`src/rtl/io_bus_ctrl.sv`:
```
// Data-side bus controller: decodes CPU loads/stores into the data RAM or a small
// memory-mapped I/O file holding LED, switch, timer/compare and interrupt status.
module io_bus_ctrl #(
   parameter int unsigned RAM_AW = 12,
   parameter int unsigned SW_W   = 16
) (
   input  logic              clk_cpu,
   input  logic              reset,
   input  logic [31:0]       cpu_addr,
   input  logic [31:0]       cpu_wdata,
   input  logic              cpu_mem_w,
   output logic [31:0]       cpu_rdata,
   output logic              ram_we,
   output logic [RAM_AW-1:0] ram_addr,
   output logic [31:0]       ram_wdata,
   input  logic [31:0]       ram_rdata,
   input  logic [SW_W-1:0]   sw_in,
   output logic [SW_W-1:0]   led_out,
   output logic              INT
);

   localparam logic [7:0] OffLed    = 8'h00;
   localparam logic [7:0] OffSw     = 8'h04;
   localparam logic [7:0] OffCnt    = 8'h08;
   localparam logic [7:0] OffCmp    = 8'h0C;
   localparam logic [7:0] OffCtrl   = 8'h10;
   localparam logic [7:0] OffStatus = 8'h14;

   logic [SW_W-1:0] led_q, led_d;
   logic [SW_W-1:0] sw_meta_q, sw_meta_d;
   logic [SW_W-1:0] sw_sync_q, sw_sync_d;
   logic [31:0]     cnt_q, cnt_d;
   logic [31:0]     cmp_q, cmp_d;
   logic [2:0]      ctrl_q, ctrl_d;
   logic            pend_q, pend_d;

   logic        io_sel;
   logic        io_we;
   logic [7:0]  offset;
   logic        match;
   logic [31:0] io_rdata;

   // Address bits between the offset and the region nibble only alias.
   logic unused_addr;
   assign unused_addr = ^{cpu_addr[27:8], cpu_addr[1:0]};

   assign io_sel = (cpu_addr[31:28] == 4'hF);
   assign io_we  = cpu_mem_w & io_sel;
   assign offset = cpu_addr[7:0];
   assign match  = ctrl_q[0] & (cnt_q == cmp_q);

   assign ram_we    = cpu_mem_w & ~io_sel;
   assign ram_addr  = cpu_addr[RAM_AW+1:2];
   assign ram_wdata = cpu_wdata;

   assign led_out = led_q;
   assign INT     = pend_q & ctrl_q[2];

   always_comb begin
      led_d     = led_q;
      cmp_d     = cmp_q;
      ctrl_d    = ctrl_q;
      cnt_d     = cnt_q;
      pend_d    = pend_q;
      sw_meta_d = sw_in;
      sw_sync_d = sw_meta_q;

      if (io_we) begin
         case (offset)
            OffLed:  led_d  = cpu_wdata[SW_W-1:0];
            OffCmp:  cmp_d  = cpu_wdata;
            OffCtrl: ctrl_d = cpu_wdata[2:0];
            default: ;
         endcase
      end

      // CPU write beats reload, reload beats increment.
      if (io_we && (offset == OffCnt)) begin
         cnt_d = cpu_wdata;
      end else if (match && ctrl_q[1]) begin
         cnt_d = 32'd0;
      end else if (ctrl_q[0]) begin
         cnt_d = cnt_q + 32'd1;
      end

      // A match in the same cycle as a W1C wins so no event is lost.
      if (match) begin
         pend_d = 1'b1;
      end else if (io_we && (offset == OffStatus) && cpu_wdata[0]) begin
         pend_d = 1'b0;
      end
   end

   always_comb begin
      io_rdata = 32'd0;
      case (offset)
         OffLed:    io_rdata = 32'(led_q);
         OffSw:     io_rdata = 32'(sw_sync_q);
         OffCnt:    io_rdata = cnt_q;
         OffCmp:    io_rdata = cmp_q;
         OffCtrl:   io_rdata = {29'd0, ctrl_q};
         OffStatus: io_rdata = {31'd0, pend_q};
         default:   io_rdata = 32'd0;
      endcase
      cpu_rdata = io_sel ? io_rdata : ram_rdata;
   end

   always_ff @(posedge clk_cpu) begin
      if (reset) begin
         led_q     <= '0;
         sw_meta_q <= '0;
         sw_sync_q <= '0;
         cnt_q     <= 32'd0;
         cmp_q     <= 32'hFFFF_FFFF;
         ctrl_q    <= 3'd0;
         pend_q    <= 1'b0;
      end else begin
         led_q     <= led_d;
         sw_meta_q <= sw_meta_d;
         sw_sync_q <= sw_sync_d;
         cnt_q     <= cnt_d;
         cmp_q     <= cmp_d;
         ctrl_q    <= ctrl_d;
         pend_q    <= pend_d;
      end
   end

endmodule

```
`config.mk`:
```
export PLATFORM = sky130hd
export DESIGN_NAME = io_bus_ctrl
export DESIGN_NICKNAME = d
export VERILOG_FILES = /design/src/rtl/io_bus_ctrl.sv
export SDC_FILE = /design/constraint.sdc
export NUM_CORES = 1
export LEC_CHECK = 0
export ABC_AREA = 0
export CAP_MARGIN = 0
export CELL_PAD_IN_SITES_DETAIL_PLACEMENT = 1
export CELL_PAD_IN_SITES_GLOBAL_PLACEMENT = 1
export CORE_MARGIN = 8
export CORE_UTILIZATION = 33
export DETAILED_ROUTE_END_ITERATION = 6
export PLACE_DENSITY_LB_ADDON = 0.1
export SYNTH_ARGS = -nofsm -noshare
export SYNTH_HDL_FRONTEND = slang
export SYNTH_SLANG_ARGS = --single-unit
```
`constraint.sdc`:
```
create_clock -name clk_cpu -period 3.5 [get_ports clk_cpu]
set_input_delay 0.7 -clock clk_cpu [delete_from_list [all_inputs] [get_ports clk_cpu]]
set_output_delay 0.7 -clock clk_cpu [all_outputs]
set_load 0.02 [all_outputs]
```
==> results of run 1 <==
per-stage QoR:
stage	instance area (um^2)	hold WS, ns
6_report	8807	0.4368
5_1_grt	8807	0.4604
4_1_cts	8777	0.4376
3_5_place_dp	8214	0.4258
3_3_place_gp	8214	0.4149
2_1_floorplan	6304	0.4138
cell usage after synthesis, types with 11 or more instances:
master    instances  area, um^2
o211ai_1         13       97.59
a21oi_1          31       155.2
nor2b_1          32       200.2
buf_4            48       360.4
dfxtp_1         116        2322
xnor2_1          45       394.1
mux2i_1          51       510.5
a22oi_1          16       120.1
nand3_1          39       195.2
nor2_1           30       112.6
o21ai_0          41       205.2
nand2_1          99       371.6
inv_1            18       67.56
nand4_1          19       118.9
a221oi_1         11       96.34
clkbuf_1         41       153.9
state kept, by name (all words and copies together) (netlist names):
register	count
led_out	16
ctrl_q	3
sw_sync_q	16
sw_meta_q	16
pend_q	1
cnt_q	32
cmp_q	32
where the power goes:
group	internal (mW)	switching [mW]	total [mW]
Combinational	0.189	0.175	0.364
Sequential	1.34	0.00676	1.35
Clock	0.923	0.702	1.62
Total	2.45	0.883	3.33
what timing repair did:
| item | in CTS | in global routing |
|---|---|---|
| gates resized for setup | 127 | 37 |
| setup buffers | 0 | 3 |
| pin swaps | 8 | 11 |
| gates cloned | 2 | 0 |
| setup endpoints to repair | 32 | 32 |
critical path: stages:
cell and delay, ns:
buf_6 0.09, or4_4 0.57, buf_6 0.14, or4b_4 0.50, nor2_4 0.16, buf_6 0.16
nand2_1 0.06, a21oi_1 0.16, a21o_1 0.12, buf_6 0.11
kinds of logic (layout without fill, tap and decap cells):
group / Yosys count / count (layout) / synth area share (%)
buf+inv: 117 / 274 / 10.31
xor+xnor: 53 / 53 / 7.399
mux: 51 / 51 / 8.137
simple gates: 270 / 270 / 21.62
fa+ha+maj: 1 / 1 / 0.1994
flops: 116 / 116 / 37.02
compound gates: 147 / 147 / 15.32
final cells by class:
cell class                 instances  area (um^2)  area share (%)
clock inverter                    14        121.4           1.378
clock buffer                      18        429.2           4.873
sequential                       116         2322           26.37
tap                              234        292.8           3.324
timing repair buffer             224         2178           24.73
inverter                          18        67.56          0.7672
multi-input combinational        522         3396           38.56
routing by layer:
layer,GRT usage [%],share of wire [%],vias to the layer above
li1,-,-,2909
met2,34.31,48,190
met1,23.39,43,2995
met3,5.381,6.2,34
met5,0,0,-
met4,7.466,2.3,0
worst paths after layout:
check / slack [ns] / end / startpoint
worst max-delay path: 0.02 / cpu_rdata[7] / cpu_addr[7]
worst min-delay path: 0.44 / sw_sync_q[12] / sw_meta_q[12]
worst max register to register: 0.85 / cnt_q[31] / cnt_q[10]
worst min register to register: 0.44 / sw_sync_q[12] / sw_meta_q[12]
==> flow_summary.ini, run 1 <==
[final_layout]
n_antenna_cell = 0
fillers = 2177
drive_gt1_share_pct = 13.60
instances_no_fill = 1146
synthToLayoutAreaGrowth_pct = 40.39
utilization_pct = 47.08
final_cell_mix = clkdlybuf4s50_1 (145), dfxtp_1 (116), nand2_1 (97)
layout_commonest_cell = clkdlybuf4s50_1
nNetsFinal = 1015

[clock_network]
cts_inserted_buffers = 17
cts_buffer_depth = 2
holdBufCountCts = 0
cts_tree = done
clkSinkCount = 116
clkTransAtPathRegs_ns = 0.06
insertion_delay_ns = 0.42
cts_root_buf = clkbuf_16
h-tree-depth = 4

[detailed_routing]
drt_iter0_drc = 282
dr.pass1.iters = 5
drc_errors = 0
antenna_left = 0
wl_mm = 23.74
num_vias = 6128
wl_per_cell_um = 20.72
viasPerCell = 5.347

[worst_setup_path]
worst_ep_arrival_time_ns = 2.78
endpoint_kind = primary output
crit_type = primary input to primary output
ff2ff_path_depth = 6
required_ns = 2.80
crit_fanout = 7
cp-start-kind = primary input

[global_route]
grt_max_degree = 83
grt_overflow = 0
antenna_found_initial = 0
groute.usage.overall_pct = 19.97
grt_pass1_wl_mm = 37.40
grt_pass1_vias = 6764

[timing]
finalSetupTns_ns = 0
final-hold-violation-count = 0
period_share_pct = 99.42
maxSlewViolCount = 0
setup_viol = 0
max_freq_mhz = 287.4
period_needed_ns = 3.480
tightestPinTransition_ns = 0.9336
slew_headroom_pct = 37.76
skew_ns = 0.008793
setup_slack_ns = 0.02015
grt_setup_unrepaired = yes

[power_and_ir_drop]
total_power_mw = 3.335
irDropWorstVdd_mv = 0.3048
power.density_mw_per_mm2 = 378.6
power.leakage_nw = 3.086

[logic_synthesis]
ys_seq_area_share_pct = 37.02
synthArstFlopShare_pct = 0
synthDistinctLibCells = 44
netlist_area_mm2 = 0.006274
synth_edf_count = 0
synth_nets = 871
syn_inst = 755
avgSynthCellArea_um2 = 8.309
ys_ff_latch = 116
yosysWarnings = 0
ys.flop_type = dfxtp_1

[outcome]
status = complete, no violations

[worst_hold_path]
min_path_cells = 1
hold_path.class = flop to flop

[placed_design]
preCtsSetupSlack_ns = -0.9177
dpl.hpwl_mm = 17.25
dpl.cell_count = 1110
io_buffers = 182
globalplace.congestion = 0.8595

[floorplanning]
die_w_um = 153.9
coreArea_mm2 = 0.01871
die-height_um = 153.9
dieArea_mm2 = 0.02368
io_pins = 209
fp-row-count = 50
start_util_pct = 33.54

[job]
max_cap_viol_count = 0
(Power assumes the default switching activity.)
==> inputs of run 2 (changes only) <==
- SKIP_CTS_REPAIR_TIMING: not set -> 1
==> run 2 against run 1 <==
Net effect:
- the run now ends with negative setup slack left
- first-iteration DRC count shrank 7.8%
- sequential share of layout area shrank 0.060 points
- global-route usage shrank 0.21 points
- sequential power is essentially flat
- setup slack lost 0.076 ns
- sequential cell count is the same
- maximum frequency shrank 2.1%
- worst hold slack is essentially flat
- non-clock buffer count shrank 2
- critical endpoint unchanged
- largest cell class unchanged
- largest power group unchanged
==> flow_summary.ini, run 2 (synthesized netlist as in run 1, its figures left out) <==
[outcome]
status = finished with violations
violations = negative setup slack

[final_layout]
regArea_mm2 = 0.002322
multi_input_area_mm2 = 0.003374
largestRegisters = cmp_q x32, cnt_q x32
final_cell_mix = clkdlybuf4s50_1 (145), dfxtp_1 (116), nand2_1 (99)
layout_commonest_cell = clkdlybuf4s50_1
fillers = 2165
drive_gt1_share_pct = 11.87
synthToLayoutAreaGrowth_pct = 40.71
nNetsFinal = 1013
n_antenna_cell = 0

[floorplanning]
fp-row-count = 50
die-height_um = 153.9
start_util_pct = 33.54
die_w_um = 153.9
coreArea_mm2 = 0.01871
io_pins = 209
dieArea_mm2 = 0.02368

[power_and_ir_drop]
power.leakage_nw = 3.222
power.density_mw_per_mm2 = 378.2
irDropWorstVdd_mv = 0.3023

[timing]
final-hold-violation-count = 0
finalSetupTns_ns = -0.1669
grt_setup_unrepaired = yes
maxSlewViolCount = 0
max_freq_mhz = 281.2
period_needed_ns = 3.556
period_share_pct = 101.6
skew_ns = 0.009294
setup_viol = 4
slew_headroom_pct = 38.19
tightestPinTransition_ns = 0.9272
setup_slack_ns = -0.05608
holdWs_ns = 0.4372

[global_route]
grt_overflow = 0
grt_pass1_wl_mm = 37.10
antenna_found_initial = 0
grt_max_degree = 83
grt_pass1_vias = 6709
groute.usage.overall_pct = 19.76

[detailed_routing]
wl_mm = 23.75
dr.pass1.iters = 5
drt_iter0_drc = 260
drc_errors = 0
viasPerCell = 5.344
num_vias = 6113
wl_per_cell_um = 20.76
antenna_left = 0

[worst_setup_path]
endpoint_kind = primary output
worst_ep_arrival_time_ns = 2.86
reg2reg_slack_ns = 0.84
crit_type = primary input to primary output
endpoint = cpu_rdata[7]
ff2ff_path_depth = 6
cp-start-kind = primary input
r2r-end = cnt_q[31]
required_ns = 2.80
r2r-start = cnt_q[10]
startpoint = cpu_addr[6]
crit_fanout = 7

[clock_network]
clkTransAtPathRegs_ns = 0.06
insertion_delay_ns = 0.42
clkSinkCount = 116
cts_inserted_buffers = 17
h-tree-depth = 4
cts_root_buf = clkbuf_16
cts_tree = done
cts_buffer_depth = 2

[worst_hold_path]
hold_path.class = flop to flop

[placed_design]
dpl.hpwl_mm = 17.25
io_buffers = 182
globalplace.congestion = 0.8595

[job]
max_cap_viol_count = 0
## run 2: cell types whose count changed in the layout (fill, tap and decap cells not counted), moves of 2 or more
| cell | change |
|---|---|
| a21oi_1 | +3 |
| a21oi_2 | -3 |
| buf_12 | -2 |
| buf_2 | -4 |
| buf_6 | -3 |
| clkbuf_2 | -4 |
| clkdlybuf4s15_1 | -5 |
| dlygate4sd2_1 | -4 |
| dlymetal6s2s_1 | +18 |
| nand2_1 | +2 |
| nand2_2 | -2 |
| o21ai_1 | -2 |
## run 2: critical path, cell delays in order
cell	delay, ns
buf_6	0.09
or4_4	0.57
buf_6	0.16
or4_4	0.51
nor2_4	0.17
buf_6	0.16
a222oi_1	0.09
a21oi_1	0.18
a21o_1	0.12
buf_6	0.11
## run 2: where the power goes
part | internal, mW | switching [mW] | total [mW]
Combinational | 0.195 | 0.174 | 0.369
Sequential | 1.34 | 0.00659 | 1.35
Clock | 0.923 | 0.701 | 1.62
Total | 2.46 | 0.882 | 3.34
## run 2: worst min path at each step
stage	slack, ns	cells after the start	startpoint	end
2_1_floorplan	0.41	1	sw_meta_q[0]	sw_sync_q[0]
5_1_grt	0.46	1	sw_meta_q[12]	sw_sync_q[12]
3_5_place_dp	0.43	1	sw_meta_q[12]	sw_sync_q[12]
6_report	0.44	1	sw_meta_q[15]	sw_sync_q[15]
4_1_cts	0.44	1	sw_meta_q[13]	sw_sync_q[13]
3_3_place_gp	0.41	1	sw_meta_q[11]	sw_sync_q[11]
## run 2: final cells by class
class	count	share of cell area, %
inverter	18	0.7654
clock inverter	14	1.375
multi-input combinational	522	38.23
timing repair buffer	222	25.15
tap	234	3.317
sequential	116	26.31
clock buffer	18	4.862
## run 2: metal layers
layer / up-vias / part of all wire [%] / GRT usage [%]
met1: 2988 / 43 / 23.35
li1: 2913 / - / -
met5: - / 0 / 0
met3: 31 / 5.8 / 5.493
met4: 0 / 2.0 / 7.000
met2: 181 / 49 / 33.74
## run 2: stage by stage
step           power [mW]  instance area (um^2)  setup slack (ns)  util (%)  instances
3_3_place_gp        1.748                  8214           -0.9001     43.91       1110
2_1_floorplan       1.545                  6304         -0.008743         -        755
6_report            3.339                  8827          -0.05608     47.19       1144
4_1_cts             3.376                  8765           -0.9350     46.86       1142
3_5_place_dp        1.755                  8214           -0.9177     43.91       1110
5_1_grt             3.451                  8827           -0.1277     47.19       1144
==> inputs of run 3 (changes only) <==
- CORE_UTILIZATION: 33 -> 34
- CTS_BUF_LIST: not set -> sky130_fd_sc_hd__clkbuf_4 sky130_fd_sc_hd__clkbuf_8
==> run 3 against run 2 <==
Net effect:
- the flow still finishes with violations (negative setup slack)
- first-iteration DRC count increased by 10%
- design area decreased by 0.74%
- setup slack improved by 0.014 ns
- combinational power about the same
- critical path type unchanged
- highest routed layer unchanged
==> flow_summary.ini, run 3 (synthesized netlist as in run 1, its figures left out) <==
[power_and_ir_drop]
p_sw_uw = 789.1
p_seq_share_pct = 43.1
total_power_mw = 3.123
p_sw_share_pct = 25.27
power.internal_mw = 2.334
irDropWorstVdd_mv = 0.2320
power.leakage_nw = 3.138
pwr-share-clk_pct = 45.1
power.density_mw_per_mm2 = 356.4
power_frac_comb_pct = 11.9

[global_route]
antenna_found_initial = 0
grt_overflow = 0
groute.usage.overall_pct = 19.74
grt_pass1_vias = 6630
grt_max_degree = 83
grt_pass1_wl_mm = 37.04

[worst_setup_path]
reg2reg_slack_ns = 0.85
required_ns = 2.80
cp-start-kind = primary input
endpoint_kind = primary output
crit_type = primary input to primary output
crit_fanout = 8
ff2ff_path_depth = 6
r2r-start = cnt_q[10]
r2r-end = cnt_q[31]
worst_ep_arrival_time_ns = 2.84

[detailed_routing]
wl_mm = 23.30
dr.pass1.iters = 6
viasPerCell = 5.327
num_vias = 6084
drt_iter0_drc = 286
antenna_left = 0
wl_per_cell_um = 20.40
drc_errors = 0

[outcome]
violations = negative setup slack
status = finished with violations

[worst_hold_path]
min_path_cells = 1
hold_path.class = flop to flop
holdPathEnd = sw_sync_q[13]
hp-start = sw_meta_q[13]

[clock_network]
clkSinkCount = 116
cts_root_buf = clkbuf_8
h-tree-depth = 4
insertion_delay_ns = 0.44
cts_buffer_depth = 2
cts_tree = done
clkTransAtPathRegs_ns = 0.08
cts_inserted_buffers = 17

[floorplanning]
dieArea_mm2 = 0.02305
die-height_um = 151.8
start_util_pct = 34.80
fp-row-count = 49
io_pins = 209
coreArea_mm2 = 0.01802
die_w_um = 151.8

[final_layout]
synthToLayoutAreaGrowth_pct = 39.67
nNetsFinal = 1016
fillers = 2119
final_cell_mix = clkdlybuf4s50_1 (145), dfxtp_1 (116), nand2_1 (98)
layout_commonest_cell = clkdlybuf4s50_1
n_antenna_cell = 0
largestRegisters = cmp_q x32, cnt_q x32
multi_input_area_mm2 = 0.003405
regArea_mm2 = 0.002322
drive_gt1_share_pct = 14.02
stdcell_area_mm2 = 0.008762

[timing]
period_share_pct = 101.2
period_needed_ns = 3.542
final-hold-violation-count = 0
skew_ns = 0.008285
finalSetupTns_ns = -0.1321
max_freq_mhz = 282.3
setup_slack_ns = -0.04223
grt_setup_unrepaired = yes
slew_headroom_pct = 38.89
maxSlewViolCount = 0
setup_viol = 7
tightestPinTransition_ns = 0.9167

[placed_design]
placed_cell_area_mm2 = 0.008248
io_buffers = 182
globalplace.congestion = 0.8400
dpl.hpwl_mm = 17.08

[job]
max_cap_viol_count = 0
[run 3: changes by cell type in the layout (fill, tap and decap cells not counted), moves of 3 or more]
cell / delta
a21oi_1: -3
buf_6: +5
a21oi_2: +3
bufinv_16: +4
dlymetal6s2s_1: -11
clkbuf_2: +7
buf_12: +3
clkbuf_16: -17
clkbuf_8: +18
[run 3: worst max-delay path, cell delays in order]
cell and delay, ns:
buf_6 0.09, or4_4 0.56, buf_6 0.16, or4_4 0.53, nor2_4 0.13, buf_6 0.13, buf_12 0.12, nand2_4 0.05
a21oi_2 0.14, a21o_1 0.11, buf_6 0.11
[run 3: stage by stage]
| stage | hold slack [ns] | util, % | std cells | worst slack, ns |
|---|---|---|---|---|
| 2_1_floorplan | 0.4138 | - | 755 | -0.008743 |
| 3_3_place_gp | 0.4155 | 45.76 | 1107 | -0.8518 |
| 3_5_place_dp | 0.4272 | 45.76 | 1107 | -1.005 |
| 4_1_cts | 0.4370 | 48.26 | 1139 | -1.021 |
| 5_1_grt | 0.4594 | 48.61 | 1142 | -0.1021 |
| 6_report | 0.4326 | 48.61 | 1142 | -0.04223 |
[run 3: layout make-up]
cell class              count  area share [%]
flip-flops and latches    116           26.50
multi-input cells         522           38.85
clock inverters            14           2.313
inverters                  18          0.7711
repair buffers            225           25.46
well taps                 229           3.270
clock buffers              18           2.827
[run 3: worst max-delay path by stage]
| stage | endpoint | depth (start not counted) | from |
|---|---|---|---|
| 2_1_floorplan | cpu_rdata[10] | 7 | cpu_addr[0] |
| 5_1_grt | cpu_rdata[8] | 11 | cpu_addr[5] |
| 4_1_cts | cpu_rdata[14] | 10 | cpu_addr[5] |
| 3_5_place_dp | cpu_rdata[14] | 10 | cpu_addr[5] |
| 3_3_place_gp | cpu_rdata[7] | 10 | cpu_addr[5] |
| 6_report | cpu_rdata[8] | 11 | cpu_addr[5] |
[run 3: layer usage]
layer  vias to the layer above  global-route usage [%]  wire, um
li1                       2912                       -         -
met1                      2964                   23.85     10240
met2                       184                   33.54     11280
met3                        24                   4.685      1441
met4                         0                   6.836       335
met5                         -                       0         0
[run 3: power by group through the flow]
stage	Combinational (mW)	Clock [mW]	Sequential, mW
floorplan	0.173	0	1.37
global placement	0.374	0	1.37
detailed placement	0.380	0	1.37
CTS	0.382	1.44	1.34
global route	0.396	1.49	1.35
finish	0.371	1.41	1.34
